File: config.mk
export PLATFORM = sky130hd
export DESIGN_NAME = mem_port_arbiter
export DESIGN_NICKNAME = d
export VERILOG_FILES = /design/src/rtl/mem_port_arbiter.sv
export SDC_FILE = /design/constraint.sdc
export NUM_CORES = 1
export LEC_CHECK = 0
export CORE_ASPECT_RATIO = 0.7
export CORE_UTILIZATION = 44
export DETAILED_ROUTE_END_ITERATION = 8
export PLACE_DENSITY_LB_ADDON = 0.25
export SYNTH_ARGS = -nofsm -noshare
export SYNTH_HDL_FRONTEND = slang
export SYNTH_SLANG_ARGS = --single-unit
File: constraint.sdc
create_clock -name clk -period 4.85 [get_ports clk]
set_input_delay 0.97 -clock clk [delete_from_list [all_inputs] [get_ports clk]]
set_output_delay 0.97 -clock clk [all_outputs]
set_load 0.1 [all_outputs]
File: src/rtl/mem_port_arbiter.sv
// mem_port_arbiter
// Shares one unified memory port between instruction fetch and the
// memory stage. Only one transaction is in flight at a time; the data
// side normally wins arbitration, but a fetch that has watched MAX_WAIT
// data grants go by is forced through next.

module mem_port_arbiter #(
  parameter int XLEN     = 32,
  parameter int MAX_WAIT = 4
) (
  input  logic            clk,
  input  logic            rst,

  input  logic            if_req_valid,
  input  logic [XLEN-1:0] if_addr,
  output logic            if_req_ready,
  output logic            if_resp_valid,
  output logic [XLEN-1:0] if_rdata,

  input  logic            dm_req_valid,
  input  logic            dm_we,
  input  logic [3:0]      dm_be,
  input  logic [XLEN-1:0] dm_addr,
  input  logic [XLEN-1:0] dm_wdata,
  output logic            dm_req_ready,
  output logic            dm_resp_valid,
  output logic [XLEN-1:0] dm_rdata,

  output logic            mem_req_valid,
  input  logic            mem_req_ready,
  output logic            mem_we,
  output logic [3:0]      mem_be,
  output logic [XLEN-1:0] mem_addr,
  output logic [XLEN-1:0] mem_wdata,
  input  logic            mem_resp_valid,
  input  logic [XLEN-1:0] mem_rdata,

  output logic            busy,
  output logic            protocol_err
);

  localparam logic [1:0] ST_IDLE = 2'd0;
  localparam logic [1:0] ST_REQ  = 2'd1;
  localparam logic [1:0] ST_WAIT = 2'd2;

  localparam logic [3:0] STARVE_LIMIT = 4'(MAX_WAIT);

  logic [1:0]      state;
  logic [3:0]      starve_cnt;

  logic            owner_dm;
  logic            lat_we;
  logic [3:0]      lat_be;
  logic [XLEN-1:0] lat_addr;
  logic [XLEN-1:0] lat_wdata;

  logic            in_idle;
  logic            grant_dm;
  logic            grant_if;
  logic            accept_dm;
  logic            accept_if;
  logic            resp_taken;

  // Arbitration: data side wins unless a pending fetch has hit the starvation limit
  always_comb begin
    in_idle    = (state == ST_IDLE);
    grant_dm   = dm_req_valid && !(if_req_valid && (starve_cnt == STARVE_LIMIT));
    grant_if   = if_req_valid && !grant_dm;
    accept_dm  = in_idle && grant_dm;
    accept_if  = in_idle && grant_if;
    resp_taken = (state == ST_WAIT) && mem_resp_valid;
  end

  assign if_req_ready  = accept_if;
  assign dm_req_ready  = accept_dm;
  assign busy          = !in_idle;

  assign mem_req_valid = (state == ST_REQ);
  assign mem_we        = lat_we;
  assign mem_be        = lat_be;
  assign mem_addr      = lat_addr;
  assign mem_wdata     = lat_wdata;

  // Transaction sequencing: accept in IDLE, hold the request in REQ, await the reply in WAIT
  always_ff @(posedge clk) begin
    if (rst) begin
      state <= ST_IDLE;
    end else begin
      case (state)
        ST_IDLE: if (accept_dm || accept_if) state <= ST_REQ;
        ST_REQ:  if (mem_req_ready)          state <= ST_WAIT;
        ST_WAIT: if (mem_resp_valid)         state <= ST_IDLE;
        default:                             state <= ST_IDLE;
      endcase
    end
  end

  // Capture the winner's request so the memory side sees a stable payload until accepted
  always_ff @(posedge clk) begin
    if (rst) begin
      owner_dm  <= 1'b0;
      lat_we    <= 1'b0;
      lat_be    <= 4'h0;
      lat_addr  <= '0;
      lat_wdata <= '0;
    end else if (accept_dm) begin
      owner_dm  <= 1'b1;
      lat_we    <= dm_we;
      lat_be    <= dm_be;
      lat_addr  <= dm_addr;
      lat_wdata <= dm_wdata;
    end else if (accept_if) begin
      owner_dm  <= 1'b0;
      lat_we    <= 1'b0;
      lat_be    <= 4'hF;
      lat_addr  <= if_addr;
      lat_wdata <= '0;
    end
  end

  // Count data grants that overtook a waiting fetch; only meaningful while idle
  always_ff @(posedge clk) begin
    if (rst) begin
      starve_cnt <= 4'd0;
    end else if (in_idle) begin
      if (accept_dm && if_req_valid) begin
        if (starve_cnt != STARVE_LIMIT) starve_cnt <= starve_cnt + 4'd1;
      end else if (accept_if || !if_req_valid) begin
        starve_cnt <= 4'd0;
      end
    end
  end

  // Route the memory reply to its owner as a one-cycle pulse; store acks leave dm_rdata alone
  always_ff @(posedge clk) begin
    if (rst) begin
      if_resp_valid <= 1'b0;
      dm_resp_valid <= 1'b0;
      if_rdata      <= '0;
      dm_rdata      <= '0;
    end else begin
      if_resp_valid <= 1'b0;
      dm_resp_valid <= 1'b0;
      if (resp_taken) begin
        if (owner_dm) begin
          dm_resp_valid <= 1'b1;
          if (!lat_we) dm_rdata <= mem_rdata;
        end else begin
          if_resp_valid <= 1'b1;
          if_rdata      <= mem_rdata;
        end
      end
    end
  end

  // A reply with nothing outstanding is dropped and flagged until the next reset
  always_ff @(posedge clk) begin
    if (rst) begin
      protocol_err <= 1'b0;
    end else if (mem_resp_valid && (state != ST_WAIT)) begin
      protocol_err <= 1'b1;
    end
  end

endmodule

==> PnR_summary.wiki <==
{| class="wikitable"
! Metric !! Value
|-
| Outcome || finished, violations left
|-
| Failing checks || DRC
|-
| Wire per inst || 16.7 um
|-
| Instance count of the mapped netlist || 683
|-
| Growth of design area from synthesis to finish || 59.6%
|-
| Final worst clock skew || 0.0152 ns
|-
| Power density over cell area || 393 nW/um^2
|-
| Peak supply drop || 0.000250 V
|-
| Delay-heaviest family, CP || buffers and inverters
|-
| Residual overflow from global routing || 0
|-
| Buffers from clock root to sink, at most || 2
|-
| Required time reported for the critical path endpoint || 3.88 ns
|-
| First-pass iteration count of the detailed router || 9
|-
| Buf/Inv on CP || 3
|-
| Number of enable-type register cells in the synthesized netlist || 0
|-
| CP max FO || 34
|-
| Total CTS buffers || 17
|-
| Type of the worst setup path || in -> out
|-
| Cells taking the most area after synthesis || dfxtp_1 (49%), nand2_1 (13%), a21oi_1 (6.0%)
|-
| Die height || 98.0 um
|-
| Die Area || 13600 sq um
|-
| Routed vias || 5876
|-
| Port Buf Inserts || 278
|-
| Warnings, synthesis || 0
|-
| Clock insertion delay at the later pin of the skew report || 0.41 ns
|-
| Final wirelength || 18.4 mm
|-
| Post-DP HPWL || 12.4 mm
|-
| Sequential fraction of the synthesis area || 49.4%
|-
| Global-route wire length before repair || 29.4 mm
|-
| Max-slew violation total from the final report || 0
|-
| Post-Syn Area per Cell || 8.49 sq um
|-
| Total of endpoints with negative setup slack in the final report || 0
|-
| Cell area after layout || 9250 sq um
|-
| Flop and latch count out of synthesis || 143
|-
| Async S/R FF share, synth || 0%
|-
| Fraction of final layout cells sized beyond drive strength 1 || 7.48%
|-
| Clock-pin transition on the worst setup and hold timing paths || 0.06 ns
|-
| Synthesized Nets || 824
|-
| Dominant synthesized flop cell || dfxtp_1
|-
| Class of the most critical hold timing path || reg -> reg
|-
| H-Tree Level Count || 4
|-
| Cell type with the largest total area after synthesis || dfxtp_1
|-
| Cell at the root of the clock tree || clkbuf_16
|-
| Share of the clock period used by the worst path || 72.2%
|-
| Placer Congestion || 0.829
|-
| Relative slew margins || 12.3%
|-
| Setup repair after global routing missed its margin || no
|-
| Effective utilization at floorplan || 45.9%
|-
| Kind of end point of the critical path || output port
|-
| Total Nets Final || 1065
|-
| CTS Hold Buffers Added || 0
|-
| Num ports || 279
|-
| CTS tree || built
|-
| Resized Gates After CTS || 0
|-
| Post-placement cell area || 8590 sq um
|-
| # DRC || 17
|-
| Die boundary width || 139 um
|-
| Antenna violations before repair || 0
|-
| Mean number of vias per cell || 5.35
|-
| Count of distinct cell types in the synthesized netlist || 34
|-
| Number of cell rows || 34
|-
| Number of antenna diodes || 0
|-
| Share of Yosys cell area claimed by the top area cell type || 49.4%
|-
| Number of max-cap violations || 0
|-
| Worst EP arrival || 2.53 ns
|-
| Post-layout minimum cycle time || 3.50 ns
|-
| Fmax || 285 MHz
|-
| Remaining antenna violation count after routing || 0
|-
| Largest net degree at the start of global routing || 107
|-
| Number of failing hold endpoints at the final stage || 0
|-
| Iteration-0 DRC count of the detailed router || 446
|-
| Critical path, cell by cell || clkdlybuf4s50_1 > nand4b_1 > buf_4 > a21oi_1 > buf_12
|-
| Post-CTS setup repair buffer count || 0
|-
| Cell area after synthesis || 5800 sq um
|-
| Core area || 12600 sq um
|-
| Cell with the biggest individual delay on the critical path || clkdlybuf4s50_1
|-
| Critical Path Start Type || input port
|-
| Vias in the first global route || 5777
|-
| Leakage power total || 0.00324 uW
|-
| Transition time of the tightest slew-check pin || 1.31 ns
|-
| Overall track demand over capacity in global routing || 26.9%
|-
| Post-route setup TNS || 0 ns
|-
| TritonCTS sink count || 143
|-
| Biggest cell delay along the critical path || 0.59 ns
|}
## synthesized netlist by cell type, drive strengths merged (2+ instances only)
master / count
nand4: 2
o21ai: 33
nand2: 198
dfxtp: 143
a31oi: 2
nor3: 33
or3b: 2
clkbuf: 38
nor2: 8
nor2b: 2
mux2i: 32
nand3: 35
buf: 27
inv: 4
a311oi: 32
a21oi: 70
ha: 2
nor3b: 2
o221a: 4
nand4b: 5
## layout by cell type, fill, tap and decap left out, types with 2 or more instances in the layout
cell type	count
a21oi_1	70
a311oi_1	14
a311oi_2	18
a31oi_1	2
buf_12	2
buf_4	10
bufinv_16	5
clkbuf_16	17
clkbuf_8	2
clkdlybuf4s50_1	275
clkinv_4	5
dfxtp_1	143
ha_1	2
inv_1	4
mux2i_1	32
nand2_1	198
nand3_1	35
nand4_1	2
nand4b_1	5
nor2_1	7
nor2b_1	2
nor3_1	33
nor3b_4	2
o21ai_0	33
o221a_2	4
or3b_1	2
## where the power goes
| group | switching, uW | internal (uW) |
|---|---|---|
| logic | 636 | 271 |
| registers | 37.0 | 1240 |
| clock network | 510 | 943 |
## metrics by stage
step | worst slack (ns) | hold slack (ns) | instances | total power (uW) | utilization, %
4_1_cts | 1.36 | 0.456 | 1098 | 3650 | 73.2
5_1_grt | 1.23 | 0.473 | 1098 | 3750 | 73.2
3_5_place_dp | 1.41 | 0.447 | 1067 | 2200 | 68.0
2_1_floorplan | 0.806 | 0.458 | 683 | 1910 | -
3_3_place_gp | 1.42 | 0.441 | 1067 | 2190 | 68.0
6_report | 1.35 | 0.455 | 1098 | 3630 | 73.2
## worst paths after layout
check / start / to / slack (ns) / cells after the start
min reg2reg: if_rdata[21]$_SDFFE_PP0P_ / if_rdata[21]$_SDFFE_PP0P_ / 0.46 / 2
max reg2reg: starve_cnt[0]$_SDFFE_PP0P_ / mem_addr[19]$_SDFFE_PP0P_ / 2.55 / 5
max: if_req_valid / if_req_ready / 1.35 / 5
min: if_rdata[21]$_SDFFE_PP0P_ / if_rdata[21]$_SDFFE_PP0P_ / 0.46 / 2
## cell families (layout without fill, tap and decap cells)
| logic type | count (synthesis) | count (layout) | share of synthesized area, % |
|---|---|---|---|
| AOI/OAI and AO/OA | 143 | 143 | 16.9 |
| adders and majority gates | 2 | 2 | 0.432 |
| buffers and inverters | 70 | 323 | 5.57 |
| DFF | 143 | 143 | 49.4 |
| muxes | 32 | 32 | 5.52 |
| and+or+nand+nor | 293 | 293 | 22.2 |
## worst reg2reg max path: stages, from the launching register on
cell      delay (ns)
dfxtp_1         0.34
inv_1           0.08
ha_1            0.20
and4b_1         1.05
nor3_1          0.20
a311oi_2        0.32
## per-layer routing
layer,routed length (um),GRT usage [%],vias to the layer above
met1,7530,31.0,2772
met5,0,0,-
met4,443,10.2,0
li1,-,-,2835
met3,1280,7.65,35
met2,9130,47.6,234
## area by class of cell
class | instances | area, sq um
Clock buffer | 19 | 453
Clock inverter | 12 | 208
Fill cell | 901 | 3380
Inverter | 5 | 18.8
Multi-Input combinational cell | 470 | 2640
Sequential cell | 143 | 2860
Tap cell | 162 | 203
Timing Repair Buffer | 287 | 2870
## state kept, by name (all words and copies together) (netlist names)
register,count
state,2
owner_dm,1
mem_addr,32
mem_wdata,32
if_rdata,32
starve_cnt,4
dm_rdata,32
mem_we,1
mem_be,4
dm_resp_valid,1
protocol_err,1
if_resp_valid,1
No activity file was read; power rests on OpenSTA's default activity.
